File: config.mk
export PLATFORM = sky130hd
export DESIGN_NAME = score_display
export DESIGN_NICKNAME = d
export VERILOG_FILES = /design/src/rtl/score_display.sv
export SDC_FILE = /design/constraint.sdc
export NUM_CORES = 1
export LEC_CHECK = 0
export ABC_CLOCK_PERIOD_IN_PS = 1630
export CORE_ASPECT_RATIO = 1.5
export CORE_UTILIZATION = 38
export CTS_CLUSTER_SIZE = 30
export DETAILED_ROUTE_END_ITERATION = 6
export SYNTH_ARGS = -nofsm -noshare
export SYNTH_HDL_FRONTEND = slang
export SYNTH_SLANG_ARGS = --single-unit
export TNS_END_PERCENT = 5
File: constraint.sdc
create_clock -name clk -period 1.63 [get_ports clk]
set_input_delay 0.2445 -clock clk [delete_from_list [all_inputs] [get_ports clk]]
set_output_delay 0.2445 -clock clk [all_outputs]
set_load 0.05 [all_outputs]
File: src/rtl/score_display.sv
// Binary-to-decimal seven-segment driver: sequential double-dabble conversion behind a load
// handshake, with overflow dashes, leading-zero blanking and blink masking on the HEX outputs.
module score_display #(
    parameter int unsigned DIGITS    = 2,
    parameter int unsigned WIDTH     = 8,
    parameter int unsigned BLINK_DIV = 25000000
) (
    input  logic                  clk,
    input  logic                  reset_n,
    input  logic [WIDTH-1:0]      value,
    input  logic                  load,
    input  logic                  blank_lz,
    input  logic                  blink,
    output logic                  busy,
    output logic                  done,
    output logic                  overflow,
    output logic [7*DIGITS-1:0]   hex
);

    function automatic int unsigned pow10(input int unsigned n);
        int unsigned p;
        p = 1;
        for (int unsigned i = 0; i < n; i++) begin
            p = p * 10;
        end
        return p;
    endfunction

    function automatic logic [6:0] seg_decode(input logic [3:0] nib);
        logic [6:0] s;
        case (nib)
            4'd0:    s = 7'b1000000;
            4'd1:    s = 7'b1111001;
            4'd2:    s = 7'b0100100;
            4'd3:    s = 7'b0110000;
            4'd4:    s = 7'b0011001;
            4'd5:    s = 7'b0010010;
            4'd6:    s = 7'b0000010;
            4'd7:    s = 7'b1111000;
            4'd8:    s = 7'b0000000;
            4'd9:    s = 7'b0010000;
            default: s = 7'b1111111;
        endcase
        return s;
    endfunction

    localparam int unsigned LIMIT = pow10(DIGITS);
    // When every WIDTH-bit value fits in DIGITS digits the overflow flag can never set.
    localparam bit OVF_POSSIBLE = (64'd1 << WIDTH) > 64'(LIMIT);
    localparam int unsigned CW = $clog2(WIDTH + 1);
    localparam int unsigned BW = $clog2(BLINK_DIV + 1);
    localparam int unsigned BCDW = 4 * DIGITS;

    typedef enum logic [1:0] {StIdle, StConv, StCommit} state_t;

    state_t              state_q, state_d;
    logic [WIDTH-1:0]    shreg_q, shreg_d;
    logic [BCDW-1:0]     bcd_q, bcd_d, bcd_adj;
    logic [CW-1:0]       cnt_q, cnt_d;
    logic                ovf_pend_q, ovf_pend_d;
    logic [BCDW-1:0]     digits_q, digits_d;
    logic                overflow_q, overflow_d;
    logic                done_q, done_d;
    logic [7*DIGITS-1:0] hex_q, hex_d;
    logic [BW-1:0]       bcnt_q, bcnt_d;
    logic                phase_q, phase_d;
    logic [31:0]         value_ext;
    logic                nonzero_above;
    logic [3:0]          nib;
    logic [6:0]          seg;

    assign value_ext = 32'(value);

    always_comb begin
        bcd_adj = bcd_q;
        for (int i = 0; i < int'(DIGITS); i++) begin
            if (bcd_q[4*i +: 4] >= 4'd5) begin
                bcd_adj[4*i +: 4] = bcd_q[4*i +: 4] + 4'd3;
            end
        end
    end

    always_comb begin
        state_d    = state_q;
        shreg_d    = shreg_q;
        bcd_d      = bcd_q;
        cnt_d      = cnt_q;
        ovf_pend_d = ovf_pend_q;
        digits_d   = digits_q;
        overflow_d = overflow_q;
        done_d     = 1'b0;
        unique case (state_q)
            StIdle: begin
                if (load) begin
                    shreg_d    = value;
                    bcd_d      = '0;
                    cnt_d      = '0;
                    ovf_pend_d = OVF_POSSIBLE && (value_ext >= LIMIT);
                    state_d    = StConv;
                end
            end
            StConv: begin
                {bcd_d, shreg_d} = {bcd_adj[BCDW-2:0], shreg_q, 1'b0};
                cnt_d = cnt_q + CW'(1);
                if (cnt_q == CW'(WIDTH - 1)) begin
                    state_d = StCommit;
                end
            end
            StCommit: begin
                digits_d   = bcd_q;
                overflow_d = ovf_pend_q;
                done_d     = 1'b1;
                state_d    = StIdle;
            end
            default: state_d = StIdle;
        endcase
    end

    always_comb begin
        if (bcnt_q == BW'(BLINK_DIV - 1)) begin
            bcnt_d  = '0;
            phase_d = ~phase_q;
        end else begin
            bcnt_d  = bcnt_q + BW'(1);
            phase_d = phase_q;
        end
    end

    // Walk from the most significant digit so leading-zero status is known per digit.
    always_comb begin
        hex_d         = '1;
        nonzero_above = 1'b0;
        nib           = '0;
        seg           = '1;
        for (int i = int'(DIGITS) - 1; i >= 0; i--) begin
            nib           = digits_q[4*i +: 4];
            nonzero_above = nonzero_above | (nib != 4'd0);
            seg           = seg_decode(nib);
            if (blank_lz && (i > 0) && !nonzero_above) begin
                seg = 7'b1111111;
            end
            if (overflow_q) begin
                seg = 7'b0111111;
            end
            if (blink && phase_q) begin
                seg = 7'b1111111;
            end
            hex_d[7*i +: 7] = seg;
        end
    end

    always_ff @(posedge clk or negedge reset_n) begin
        if (!reset_n) begin
            state_q    <= StIdle;
            shreg_q    <= '0;
            bcd_q      <= '0;
            cnt_q      <= '0;
            ovf_pend_q <= 1'b0;
            digits_q   <= '0;
            overflow_q <= 1'b0;
            done_q     <= 1'b0;
            hex_q      <= '1;
            bcnt_q     <= '0;
            phase_q    <= 1'b0;
        end else begin
            state_q    <= state_d;
            shreg_q    <= shreg_d;
            bcd_q      <= bcd_d;
            cnt_q      <= cnt_d;
            ovf_pend_q <= ovf_pend_d;
            digits_q   <= digits_d;
            overflow_q <= overflow_d;
            done_q     <= done_d;
            hex_q      <= hex_d;
            bcnt_q     <= bcnt_d;
            phase_q    <= phase_d;
        end
    end

    assign busy     = (state_q != StIdle);
    assign done     = done_q;
    assign overflow = overflow_q;
    assign hex      = hex_q;

endmodule

Word-level counts from Yosys, hierarchy flattened
Memory sizes are Yosys's and may differ from the RTL's.
Index checks and enable logic that the tools add are counted.
{"block": "totals", "rom_bits": 224, "wordCells": 55, "mem_count": 2, "input_bits": 13, "output_inout_bits": 17, "reg_bits": 73}
{"name": "(name not given)", "depth": 16, "width": 7, "rd": 1, "rd_clocked_by_memory_dff": 0, "wr": 0, "line": "31", "source": "case (nib)"}
{"name": "(name not given)", "depth": 16, "width": 7, "rd": 1, "rd_clocked_by_memory_dff": 0, "wr": 0, "line": "31"}
{"block": "op_classes", "eq_ne": 6, "order_cmp": 3, "muxes": 18, "n_addsub": 4, "bitwise": 1, "n_reduce_logical": 10}
{"cell": "$mux W7", "count": 5}
{"cell": "$pmux W8 S2", "count": 2}
{"cell": "$add A25 B1 Y25 const B", "count": 1}
{"cell": "$eq A25 B25 Y1 const B", "count": 1}
{"cell": "$mux W25", "count": 1}
{"cell": "$mux W8", "count": 2}
{"cell": "$ge A4 B3 Y1 const B", "count": 2}
{"cell": "$ge A8 B7 Y1 const B", "count": 1}
{"cell": "$mux W4", "count": 2}
{"cell": "$pmux W4 S2", "count": 1}
{"cell": "$reduce_and A2 Y1", "count": 3}
{"cell": "$add A4 B1 Y4 const B", "count": 1}
{"cell": "$add A4 B2 Y4 const B", "count": 1}
{"cell": "$eq A4 B3 Y1 const B", "count": 1}
{"cell": "$mux W2", "count": 2}
{"cell": "$ne A2 B2 Y1 const B", "count": 2}
{"cell": "$pmux W2 S2", "count": 1}
{"cell": "$reduce_bool A2 Y1", "count": 2}
{"cell": "$reduce_bool A4 Y1", "count": 1}
{"cell": "$add A3 B2 Y3 const B", "count": 1}
{"cell": "$mux W3", "count": 1}
{"cell": "$eq A2 B1 Y1 const B", "count": 1}
{"cell": "$eq A2 B2 Y1 const B", "count": 1}
{"cell": "$logic_and A1 B1 Y1", "count": 2}
{"cell": "4 further kinds", "count": 4}

Longest topological paths before layout
Gate-level depths: netlist of the first run.
{"block": "depth", "word_depth": 6, "mapped_depth": 7, "depth_no_buf": 7}

Least setup slack after synthesis of the first run
No wires, ideal clock.
{"block": "synth_timing", "path_kind": "register to register", "start": "register bcnt_q[8]", "end": "register bcnt_q[12]", "slack_ns": -0.052, "required_time_ns": 1.511, "setup_time_ns": 0.119, "path_buffers": 2, "stages_incl_launch_ff": 7, "synth_period_minus_slack_ns": 1.682, "arrival_time_ns": 1.563, "cell_sequence": "dfrtp_1 > or4b_1 > nor4_1 > and3_1 > buf_6 > buf_6 > nor2_1"}
{"block": "synth_between", "elab_chain_cells": 2, "word_cells_on_any_way": 3, "classes_between": "add/sub: 1; eq/ne: 1; mux: 1"}
{"item": "from (decl)", "line": "65", "source": "logic [BW-1:0] bcnt_q, bcnt_d;"}
{"item": "from (signal assigned)", "line": "175", "source": "bcnt_q <= bcnt_d;"}
{"item": "$add A25 B1 Y25 or $eq A25 B25 Y1 (tied branches)", "line": "124, 120"}
{"item": "$mux W25 (*)", "line": "120", "source": "if (bcnt_q == BW'(BLINK_DIV - 1)) begin"}
{"item": "via bcnt_d[12]", "line": "65"}
The timed path passes the listed nets; every way through them passes the cells marked *.
A chain may end at the register's enable or synchronous reset.

Worst setup path in the final report of the first run
{"block": "layout_timing", "start": "register bcnt_q[6]", "end": "register phase_q"}
{"block": "layout_between", "elab_chain_cells": 1}
{"item": "$eq A25 B25 Y1", "line": "120"}
{"item": "to (signal assigned)", "line": "176", "source": "phase_q <= phase_d;"}
{"item": "to (decl)", "line": "66", "source": "logic phase_q, phase_d;"}
Every way passes these cells.

==> run_results.csv, run 1 <==
group,metric,value,unit
clock_tree,path_clk_slew,60,ps
place,numPortBuffers,29,
routing,num_vias,2634,
setup_path,cp.required,1890,ps
synthesis,avgSynthCellArea,10.2,µm²
synthesis,synth_fa_ha_area_share,5.81,%
setup_path,cp_cell_sequence,"or4_4, nor4_4, and3_4, buf_6, xor2_1",
setup_path,path_class,"register to register",
finish,n_antenna_cell,0,
synthesis,synth_top_flop_cell,"dfrtp_1",
setup_path,worst_setup_path_start_kind,"register",
die,initial_core_util,39.0,%
routing,drt_iter0_markers,125,
die,core_area,8830,µm²
finish,area_growth,34.6,%
place,dp_slack,-351,ps
power_and_ir_drop,ir_worst_vdd,0.969,mV
synthesis,ys_warn_count,0,
global_route,grt_max_degree,51,
routing,via_per_inst,5.10,
sta,setup_viol,15,
clock_tree,cts_tree,"done",
global_route,antenna_found_initial,0,
synthesis,synth.distinct_cells,40,
synthesis,synth_commonest_cells,"59 x dfrtp_1, 46 x nand2_1, 30 x nor2_1",
finish,drive_above_1_share,23.9,%
clock_tree,cts-root-buf,"clkbuf_16",
setup_path,slowest_delay,550,ps
sta,relSlewSlack,68.6,%
setup_path,crit_family,"simple AND/OR/NAND/NOR gates",
setup_path,critPathMaxFanout,5,
sta,maxClockFrequency,554,MHz
global_route,grt_pass1_wl,12.3,mm
synthesis,syn_inst,338,
sta,tns,-1960,ps
setup_path,crit_slowest_cell,"or4_4",
sta,hold_ws,432,ps
synthesis,synthesis.area,3440,µm²
synthesis,synth-seq-cells,73,
die,core.rowCount,42,
sta,rsz0062_at_grt,"true",
sta,min_period,1800,ps
routing,first_pass_iters,4,
run_status,violations,"negative setup slack",
synthesis,yosys.area_share.simple,19.7,%
die,dieHeight,119,µm
die,dieArea,9450,µm²
sta,period_share,111,%
worst_hold_path,min-delay-path-class,"input pin to async pin",
run_status,outcome,"finished, violations left",
synthesis,synth-compound-area-share,10.1,%
die,die_w,79.7,µm
clock_tree,h-tree-depth,3,
finish,fin_nets,430,
synthesis,synth_top_area_cell,"dfrtp_1",
global_route,grt_pass1_vias,2737,
sta,clock-skew-final,8.07,ps
routing,wl_per_cell,13.8,µm
power_and_ir_drop,powerDensity,1790,nW/µm²
place,gp_congestion,0.756,
sta,hold_viol_final,0,
sta,final.setup.worst_slack,-175,ps
synthesis,yosys-top-cells-area,"dfrtp_1 43%, dfstp_2 11%, ha_1 5.8%, nand2_1 5.0%, o21ai_0 3.9%",
synthesis,synth_top_family_by_area,"simple AND/OR/NAND/NOR gates",
routing,drtAntennaViolNets,0,
finish,fin_cells,516,
global_route,grt_overflow,0,
power_and_ir_drop,p_leak,2.10,nW
routing,routed_wl,7.10,mm
synthesis,synthXorXnorAreaFrac,5.85,%
clock_tree,cts_buffers,9,
sta,tightest_slew,471,ps
run,cap_violations,0,
setup_path,worst_setup_path_end_kind,"register",
global_route,track_usage,17.2,%
die,io_pins,30,
clock_tree,clock_latency,340,ps
synthesis,synthMuxAreaShare,1.64,%
synthesis,synth_top_area_share,42.9,%
synthesis,yosysMostFrequentCell,"dfrtp_1",
place,dp_hpwl,5.18,mm
clock_tree,clockBufferDepth,2,
clock_tree,cts.sinks,73,
synthesis,seq_area_frac_synth,53.6,%
sta,slew_viol_final,0,
synthesis,synthArstFlopShare,100,%
routing,drc,0,
synthesis,synth_enable_flop_cells,0,
setup_path,worstPathArrival,2060,ps
synthesis,synth_nets,367,
setup_path,crit_buf_inv,1,
place,dp.cells,497,
final cells by class:
type / instances / area [µm²]
flip-flops and latches: 73 / 1840
repair buffers: 63 / 724
inverters: 14 / 52.6
multi-input cells: 240 / 1550
clock buffers: 11 / 253
clock inverters: 5 / 77.6
fillers: 811 / 4190
well taps: 110 / 138
logic make-up after synthesis:
logic type      after synthesis
simple gates                134
xor+xnor                     23
mux                           5
buf+inv                      26
fa+ha+maj                    16
compound gates               61
flops                        73
where the power goes:
| part | switching [mW] | internal [mW] |
|---|---|---|
| combinational | 1.75 | 1.47 |
| sequential | 0.455 | 2.44 |
| clock | 0.747 | 1.42 |
| total | 2.95 | 5.33 |
registers in the layout, indices dropped and copies added, names as in the netlist:
signal / cells
phase_q: 1
shreg_q: 8
overflow: 1
bcnt_q: 25
done: 1
cnt_q: 4
bcd_q: 8
hex: 14
ovf_pend_q: 1
digits_q: 8
state_q: 2
timing repair:
item,CTS,global route
gates cloned,1,0
resized for setup,5,9
hold buffers,1,0
pin swaps,3,5
setup endpoints to repair,17,20
setup buffers,1,0
hold endpoints to repair,59,0
path summary, 6_finish.rpt:
check | start | end | slack [ps] | depth (start not counted)
min in group clk | value[0] | shreg_q[0] | 430 | 3
max reg2reg | bcnt_q[6] | phase_q | -170 | 5
max | bcnt_q[6] | phase_q | -170 | 5
max in group asynchronous | reset_n | hex[0] | 870 | 3
min reg2reg | cnt_q[3] | state_q[1] | 470 | 1
min | reset_n | bcnt_q[9] | 430 | 3
layer usage:
| metal | vias up | wire (µm) | global-route usage [%] |
|---|---|---|---|
| met5 | - | 0 | 0 |
| met4 | 0 | 137 | 6.82 |
| met3 | 12 | 227 | 5.17 |
| met2 | 48 | 3840 | 30.4 |
| met1 | 1289 | 2900 | 18.6 |
| li1 | 1285 | - | - |
placed cells by master, fill, tap and decap left out, types with 3 or more instances in the layout:
cell,count
nand3_1,10
inv_1,14
xnor2_1,13
o21ai_1,4
mux2_2,5
nand4_1,8
nor2_1,30
clkbuf_16,9
buf_12,17
o21ai_0,27
nand2_1,46
nand3b_1,5
nor4_4,3
a21oi_1,13
nand2b_1,5
clkdlybuf4s50_1,11
and2_1,3
a22oi_1,6
xor2_1,10
nor3_1,7
ha_1,16
buf_6,3
dfstp_2,14
dfrtp_1,59
buf_4,30
nor2b_1,6
metrics by stage:
step,utilization (%),power (mW),area [µm²]
detailed placement,47.7,6.18,4220
floorplan,-,4.73,3440
CTS,52.0,8.38,4590
global route,52.5,8.83,4640
finish,52.5,8.28,4640
global placement,47.7,6.09,4220
tightest hold or removal path, stage by stage:
cell	delay [ps]
dlygate4sd3_1	520
buf_2	160
buf_12	180
(Power assumes the default switching activity.)
==> inputs of run 2 (changes only) <==
Settings changed: CORE_UTILIZATION 38 to 35, GPL_TIMING_DRIVEN from default to 1.
==> run_results.csv, run 2 (synthesis gave the netlist of run 1 again) <==
group,metric,value,unit
setup_path,crit_slowest_cell,"or4_1",
routing,wl_per_cell,13.7,µm
routing,drc,0,
sta,clock-skew-final,4.44,ps
clock_tree,cts.sinks,73,
power_and_ir_drop,ir_worst_vdd,0.941,mV
finish,largest_reg_flops,25,
sta,final.setup.worst_slack,-165,ps
setup_path,path_class,"register to register",
routing,num_vias,2582,
clock_tree,clock_latency,330,ps
clock_tree,cts_buffers,9,
worst_hold_path,min-delay-path-class,"input pin to async pin",
setup_path,crit_buf_inv,1,
routing,drtAntennaViolNets,0,
global_route,grt_overflow,0,
setup_path,worstPathArrival,2050,ps
setup_path,slowest_delay,520,ps
place,dp.cells,505,
sta,hold_viol_final,0,
setup_path,cp.required,1880,ps
finish,n_antenna_cell,0,
sta,tightest_slew,510,ps
die,core.rowCount,44,
setup_path,worst_setup_path_start_kind,"register",
sta,maxClockFrequency,557,MHz
die,core_area,9630,µm²
die,dieHeight,123,µm
setup_path,critPathMaxFanout,6,
finish,fin_cells,522,
finish,final_common_cell,"dfrtp_1",
run_status,outcome,"finished, violations left",
routing,via_per_inst,4.95,
global_route,grt_pass1_wl,12.5,mm
die,initial_core_util,35.7,%
run,cap_violations,0,
setup_path,crit_family,"simple AND/OR/NAND/NOR gates",
sta,period_share,110,%
finish,regMostFlops,"bcnt_q",
run_status,violations,"negative setup slack",
finish,final_cell_mix,"59 x dfrtp_1, 46 x nand2_1, 33 x buf_4, 29 x nor2_1, 27 x o21ai_0",
clock_tree,cts-root-buf,"clkbuf_16",
finish,fin_nets,431,
finish,area_growth,34.3,%
routing,drt_iter0_markers,173,
sta,rsz0062_at_grt,"true",
clock_tree,clockBufferDepth,2,
sta,relSlewSlack,66.0,%
setup_path,worst_setup_path_end_kind,"register",
die,io_pins,30,
clock_tree,cts_tree,"done",
finish,drive_above_1_share,23.3,%
global_route,antenna_found_initial,0,
global_route,grt_pass1_vias,2687,
place,gp_congestion,0.776,
routing,routed_wl,7.14,mm
place,dp_hpwl,5.33,mm
sta,slew_viol_final,0,
power_and_ir_drop,powerDensity,1830,nW/µm²
sta,hold_ws,427,ps
clock_tree,h-tree-depth,3,
die,dieArea,10200,µm²
clock_tree,postCtsSetupRepairBufs,0,
power_and_ir_drop,p_leak,2.14,nW
sta,min_period,1790,ps
sta,setup_viol,17,
die,die_w,83.0,µm
place,numPortBuffers,29,
setup_path,cp_cell_sequence,"or4_1, nor4_1, and3_2, buf_6, xor2_1",
global_route,track_usage,15.6,%
clock_tree,path_clk_slew,60,ps
global_route,grt_max_degree,33,
routing,first_pass_iters,4,
==> run 2: cell count changes in the layout (fill, tap and decap cells not counted), sizes merged <==
cell,delta
clkinv,-1
and3,-1
bufinv,+1
buf,+2
==> run 2: metrics by stage <==
stage	worst slack [ps]	area (µm²)	total power, mW	setup TNS [ps]	utilization [%]
after floorplan	-38.1	3440	4.73	-519	-
after global placement	-147	4240	6.10	-2000	44.1
after detailed placement	-172	4240	6.20	-2020	44.1
after CTS	-131	4610	8.52	-1530	47.9
after global routing	-247	4620	8.94	-3500	48.0
final	-165	4620	8.44	-2190	48.0
==> run 2: per-layer routing <==
| layer | track usage [%] | wire length (µm) | share of wire, % | vias up |
|---|---|---|---|---|
| met5 | 0 | 0 | 0 | - |
| met4 | 8.41 | 180 | 2.5 | 0 |
| met3 | 2.34 | 153 | 2.1 | 13 |
| met2 | 28.2 | 3740 | 52 | 35 |
| met1 | 17.6 | 3060 | 43 | 1246 |
| li1 | - | - | - | 1288 |
==> run 2: layout make-up <==
type,instances,area (µm²)
well taps,115,144
inverters,14,52.6
flip-flops and latches,73,1840
fillers,879,5010
clock inverters,5,103
repair buffers,65,736
multi-input cells,239,1500
clock buffers,11,243
==> run 2: where the power goes <==
part	total, mW	switching, mW	internal [mW]
sequential	2.93	0.489	2.44
combinational	3.23	1.74	1.49
clock	2.28	0.749	1.53
==> run 2: repair_timing <==
item / in CTS / in global routing
setup endpoints to repair: 19 / 21
hold endpoints to repair: 13 / 0
hold buffers: 1 / 0
resized for setup: 4 / 3
pin swaps: 4 / 3
==> run 2: path summary, 6_finish.rpt <==
kind | from | to | slack, ps | cells after the start
max reg2reg | bcnt_q[23] | phase_q | -160 | 5
max | bcnt_q[23] | phase_q | -160 | 5
max in group asynchronous | reset_n | hex[9] | 590 | 3
min in group clk | value[0] | shreg_q[0] | 440 | 3
min reg2reg | shreg_q[1] | shreg_q[1] | 480 | 2
min | reset_n | digits_q[3] | 430 | 2
==> run 2: worst reg2reg max path: stages, from the launching register on <==
cell and delay [ps]:
dfrtp_1 370, or4_1 520, nor4_1 270, and3_2 290, buf_6 130, xor2_1 140
